File: src/rtl/core_bus_port.sv
// core_bus_port: core-side bus initiator; queues core ops and drives one bus request at a time.
// Define BUS_TIMEOUT_EN to abort requests left ungranted for TIMEOUT_CYCLES cycles.
module core_bus_port #(
  parameter int DEPTH          = 2,
  parameter int TIMEOUT_CYCLES = 64
) (
  input  logic       clk,
  input  logic       reset,
  input  logic       op_valid,
  output logic       op_ready,
  input  logic       op_rw,
  input  logic [7:0] op_address,
  input  logic [7:0] op_wdata,
  output logic       resp_valid,
  output logic [7:0] resp_rdata,
  output logic       resp_error,
  output logic       bus_request,
  output logic       bus_rw,
  output logic [7:0] bus_address,
  output logic [7:0] bus_data_out,
  input  logic [7:0] bus_data_in,
  input  logic       bus_grant
);
  localparam int AW = $clog2(DEPTH);
  typedef enum logic [1:0] {IDLE, REQ, DONE} state_t;
  state_t        state_q, state_d;
  logic [16:0]   mem_q [DEPTH];
  logic [AW-1:0] wr_ptr_q, rd_ptr_q;
  logic [AW:0]   count_q, count_d;
  logic          bus_request_q, bus_request_d, bus_rw_q, bus_rw_d;
  logic [7:0]    bus_address_q, bus_address_d, bus_data_out_q, bus_data_out_d;
  logic          resp_valid_q, resp_valid_d, resp_error_q, resp_error_d;
  logic [7:0]    resp_rdata_q, resp_rdata_d;
  logic          push, pop, abort;
  assign op_ready     = count_q != (AW+1)'(DEPTH);
  assign push         = op_valid && op_ready;
  assign bus_request  = bus_request_q;
  assign bus_rw       = bus_rw_q;
  assign bus_address  = bus_address_q;
  assign bus_data_out = bus_data_out_q;
  assign resp_valid   = resp_valid_q;
  assign resp_rdata   = resp_rdata_q;
  assign resp_error   = resp_error_q;
`ifdef BUS_TIMEOUT_EN
  localparam int TW = $clog2(TIMEOUT_CYCLES + 1);
  logic [TW-1:0] tmr_q, tmr_d;
  assign tmr_d = (state_q == REQ) ? tmr_q + TW'(1) : '0;
  assign abort = (state_q == REQ) && !bus_grant && (tmr_q == TW'(TIMEOUT_CYCLES - 1));
  always_ff @(posedge clk)
    tmr_q <= reset ? '0 : tmr_d;
`else
  assign abort = 1'b0 & (TIMEOUT_CYCLES > 0);
`endif
  always_comb begin
    state_d        = state_q;
    bus_request_d  = bus_request_q;
    bus_rw_d       = bus_rw_q;
    bus_address_d  = bus_address_q;
    bus_data_out_d = bus_data_out_q;
    resp_valid_d   = 1'b0;
    resp_rdata_d   = resp_rdata_q;
    resp_error_d   = resp_error_q;
    pop            = 1'b0;
    case (state_q)
      IDLE: if (count_q != '0) begin
        state_d       = REQ;
        bus_request_d = 1'b1;
        {bus_rw_d, bus_address_d, bus_data_out_d} = mem_q[rd_ptr_q];
      end
      REQ: if (bus_grant || abort) begin
        state_d       = DONE;
        bus_request_d = 1'b0;
        pop           = 1'b1;
        resp_valid_d  = 1'b1;
        resp_rdata_d  = (bus_grant && bus_rw_q) ? bus_data_in : 8'h00;
        resp_error_d  = abort;
      end
      default: state_d = IDLE;
    endcase
    count_d = count_q + (AW+1)'(push) - (AW+1)'(pop);
  end
  always_ff @(posedge clk)
    if (push) mem_q[wr_ptr_q] <= {op_rw, op_address, op_wdata};
  always_ff @(posedge clk) begin
    if (reset) begin
      state_q        <= IDLE;
      wr_ptr_q       <= '0;
      rd_ptr_q       <= '0;
      count_q        <= '0;
      bus_request_q  <= 1'b0;
      bus_rw_q       <= 1'b0;
      bus_address_q  <= '0;
      bus_data_out_q <= '0;
      resp_valid_q   <= 1'b0;
      resp_rdata_q   <= '0;
      resp_error_q   <= 1'b0;
    end else begin
      state_q        <= state_d;
      wr_ptr_q       <= push ? wr_ptr_q + AW'(1) : wr_ptr_q;
      rd_ptr_q       <= pop ? rd_ptr_q + AW'(1) : rd_ptr_q;
      count_q        <= count_d;
      bus_request_q  <= bus_request_d;
      bus_rw_q       <= bus_rw_d;
      bus_address_q  <= bus_address_d;
      bus_data_out_q <= bus_data_out_d;
      resp_valid_q   <= resp_valid_d;
      resp_rdata_q   <= resp_rdata_d;
      resp_error_q   <= resp_error_d;
    end
  end
endmodule

File: config.mk
export PLATFORM = sky130hd
export DESIGN_NAME = core_bus_port
export DESIGN_NICKNAME = d
export VERILOG_FILES = /design/src/rtl/core_bus_port.sv
export SDC_FILE = /design/constraint.sdc
export NUM_CORES = 1
export LEC_CHECK = 0
export CELL_PAD_IN_SITES_DETAIL_PLACEMENT = 2
export CELL_PAD_IN_SITES_GLOBAL_PLACEMENT = 2
export CORE_MARGIN = 1.5
export CORE_UTILIZATION = 37
export CTS_BUF_LIST = sky130_fd_sc_hd__clkbuf_8
export CTS_CLUSTER_SIZE = 25
export DETAILED_ROUTE_END_ITERATION = 8
export GPL_ROUTABILITY_DRIVEN = 0
export MAX_ROUTING_LAYER = met4
export PLACE_DENSITY_LB_ADDON = 0.3
export SYNTH_ARGS = -nofsm -noshare
export SYNTH_HDL_FRONTEND = slang
export SYNTH_SLANG_ARGS = --single-unit
File: constraint.sdc
create_clock -name clk -period 5.22 [get_ports clk]
set_clock_uncertainty 0.1 [all_clocks]
set_input_delay 0.522 -clock clk [delete_from_list [all_inputs] [get_ports clk]]
set_output_delay 0.522 -clock clk [all_outputs]
set_load 0.01 [all_outputs]
==> summary.md <==
| Metric | Value |
|---|---|
| Outcome | complete, but fails checks |
| Failing checks | design-rule violations |
| Cts bufs inserted | 9 |
| Tcrit/Tclk final | 41.7% |
| Fmax achieved | 0.460 GHz |
| Placed insts | 307 |
| Die width | 85.5 µm |
| # resized after CTS | 0 |
| Fillers | 627 |
| Worst Tran Pin Value | 1100 ps |
| Clk sinks | 67 |
| Max Slew Vio Count | 0 |
| Hold buffer count at CTS | 0 |
| Largest net degree at the start of global routing | 35 |
| Clock power frac | 24.4% |
| Initial antenna violation count | 0 |
| Top delay family on crit path | buffers and inverters |
| Synthesized Nets | 218 |
| Gate power share | 32.5% |
| Port bufs | 56 |
| Initial core utilization | 39.0% |
| Worst Path Arrival | 2340 ps |
| Total core area | 6460 µm² |
| Global-route wire length before repair | 9520 µm |
| Total negative slack | 0 ps |
| GRT Total Usage | 18.2% |
| Share of post-route cells with drive strength above 1 | 12.2% |
| CP Launch Type | primary input |
| Crit path cell chain | clkdlybuf4s50_1, and3b_1, xnor2_1, ha_1, xor2_1, a2111o_1, o21ai_0 |
| CTS tree | yes |
| CP required | 5390 ps |
| Max clock buf depth | 2 |
| Kind of critical path | primary input to flip-flop |
| Worst path bufs/invs | 1 |
| Vias | 1652 |
| First-pass iteration count of the detailed router | 6 |
| Top_reg_cell synth | edfxtp_1 |
| # nets final | 271 |
| Syn Inst Count | 188 |
| Switching Fraction | 33.7% |
| Int Pwr | 1.14 mW |
| Reg clk slew, reported paths | 70 ps |
| Mapped cell area | 2520 µm² |
| Power per cell area | 522 nW/µm² |
| Number of flops mapped to enable cells by yosys | 34 |
| DRC | 5 |
| Post-synthesis cell type count | 32 |
| Syn-to-layout area delta | 30.2% |
| LEAKAGE | 1.09 nW |
| Psw | 0.577 mW |
| Vias in the first global route | 1840 |
| CP Capture Type | flip-flop |
| RSZ-0062 raised after global routing | no |
| Final WL | 5860 µm |
| Slowest cell on crit path | clkdlybuf4s50_1 |
| Sequential fraction of the synthesis area | 66.7% |
| Post-DRT Antenna Nets | 0 |
| Top post-synthesis cells by area | edfxtp_1 (41%), dfxtp_1 (26%), mux2i_1 (6.8%) |
| Peak supply drop | 318 µV |
| H-Tree Depth | 3 |
| Yosys reg bits | 67 |
| Setup Fix Bufs, Post-CTS | 0 |
| Worst slack at placement | 2670 ps |
| Multi-input gate area | 733 µm² |
| Average size of a mapped cell | 13.4 µm² |
| Cell taking the most area after synthesis | edfxtp_1 |
| Ys Warns | 0 |
| Worst Hold Class | flip-flop to flip-flop |
| Register area | 1680 µm² |
| Synth top area share | 40.5% |
| Via density | 5.11 |
| Drt initial violations | 35 |
| Final Hold Vio Count | 0 |
| HPWL after detailed placement | 3610 µm |
| Setup Viol. Count Final | 0 |
| Tmin final | 2180 ps |
| Final setup margin | 3040 ps |
| Root Buffer | clkbuf_8 |
| Asr flop ratio synth | 0% |
| Post-detailed-route wirelength per cell | 18.1 µm |
| Worst-skew pair later-pin latency | 340 ps |
| Rows | 29 |
| Peak per-stage delay on the critical path | 490 ps |
| Worst-path maximum fanout | 10 |
| Max-cap viol count | 0 |
| Gr ovfl total | 0 |
| Full die area | 7310 µm² |
| Die H | 85.5 µm |
| Sequential share of power | 43.1% |
| Max-slew headroom | 26.7% |
| Post-Layout Cell Count | 323 |
| Top Ports | 58 |
| Fin util | 50.8% |
| ANT cells | 0 |
registers in the layout (all words and copies together) (netlist names):
signal / cells
bus_data_out: 8
mem_q: 34
count_q: 2
state_q: 2
wr_ptr_q: 1
bus_request: 1
resp_valid: 1
rd_ptr_q: 1
bus_rw: 1
bus_address: 8
resp_rdata: 8
cells by family after synthesis:
logic type,share of synthesized area (%)
DFF,66.7
muxes,6.75
buffers and inverters,4.17
other,0.149
adders and majority gates,0.496
AOI/OAI and AO/OA,13.9
xor gates and xnor gates,1.04
and+or+nand+nor,6.80
final timing paths:
| path | to | slack (ps) | start | depth (start not counted) |
|---|---|---|---|---|
| max | count_q[1] | 3040 | bus_grant | 7 |
| min | resp_rdata[1] | 350 | resp_rdata[1] | 2 |
| max reg2reg | count_q[1] | 3330 | state_q[0] | 6 |
| min reg2reg | resp_rdata[1] | 350 | resp_rdata[1] | 2 |
Yosys cell counts (2+ instances only):
master	instances
nand3_1	8
nand2b_1	2
a211oi_1	7
clkbuf_1	8
xnor2_1	2
buf_2	2
nor2_1	3
edfxtp_1	34
a211oi_2	10
buf_6	2
nand3b_1	2
nand2_1	11
buf_4	2
dfxtp_1	33
a21oi_1	29
mux2i_1	17
final cells by class:
cell class                 count  share of cell area, %
clock buffer                   9                   3.77
inverter                       1                  0.114
timing repair buffer          58                   17.5
sequential                    67                   51.2
tap                           77                   2.94
multi-input combinational    104                   22.3
clock inverter                 7                   2.06
power by group through the flow:
| stage | registers (mW) | clock network (mW) | logic (mW) |
|---|---|---|---|
| 2_1_floorplan | 0.735 | 0 | 0.395 |
| 3_3_place_gp | 0.744 | 0 | 0.544 |
| 4_1_cts | 0.741 | 0.434 | 0.572 |
| 6_report | 0.739 | 0.418 | 0.557 |
| 5_1_grt | 0.752 | 0.456 | 0.612 |
| 3_5_place_dp | 0.748 | 0 | 0.563 |
per-stage QoR:
| step | hold slack, ps | power (mW) | cell area [µm²] |
|---|---|---|---|
| final | 353 | 1.71 | 3280 |
| after global routing | 394 | 1.82 | 3280 |
| after CTS | 360 | 1.75 | 3280 |
| after detailed placement | 348 | 1.31 | 3090 |
| after global placement | 339 | 1.29 | 3090 |
| after floorplan | 376 | 1.13 | 2520 |
placed cells by master, fill, tap and decap left out, types with 3 or more instances in the layout:
cell and instances:
mux2i_1 17, edfxtp_1 34, nand3_1 8, clkbuf_8 9, a211oi_2 10, nor2_1 3
clkdlybuf4s50_1 56, dfxtp_1 33, nand2_1 11, a21oi_1 29, a211oi_1 7
metal layers:
layer | wire length, µm | track usage (%) | part of all wire (%)
met5 | 0 | - | 0
met4 | 56 | 7.33 | 0.96
met3 | 284 | 5.77 | 4.8
met2 | 3090 | 30.1 | 53
met1 | 2430 | 20.6 | 41
tightest hold or removal path: cells and delay by family, from the launching register on:
family	cells	cell delay [ps]
and+or+nand+nor	1	50
AOI/OAI and AO/OA	1	50
DFF	1	310
Note: power is estimated with default switching activity, not from simulation.
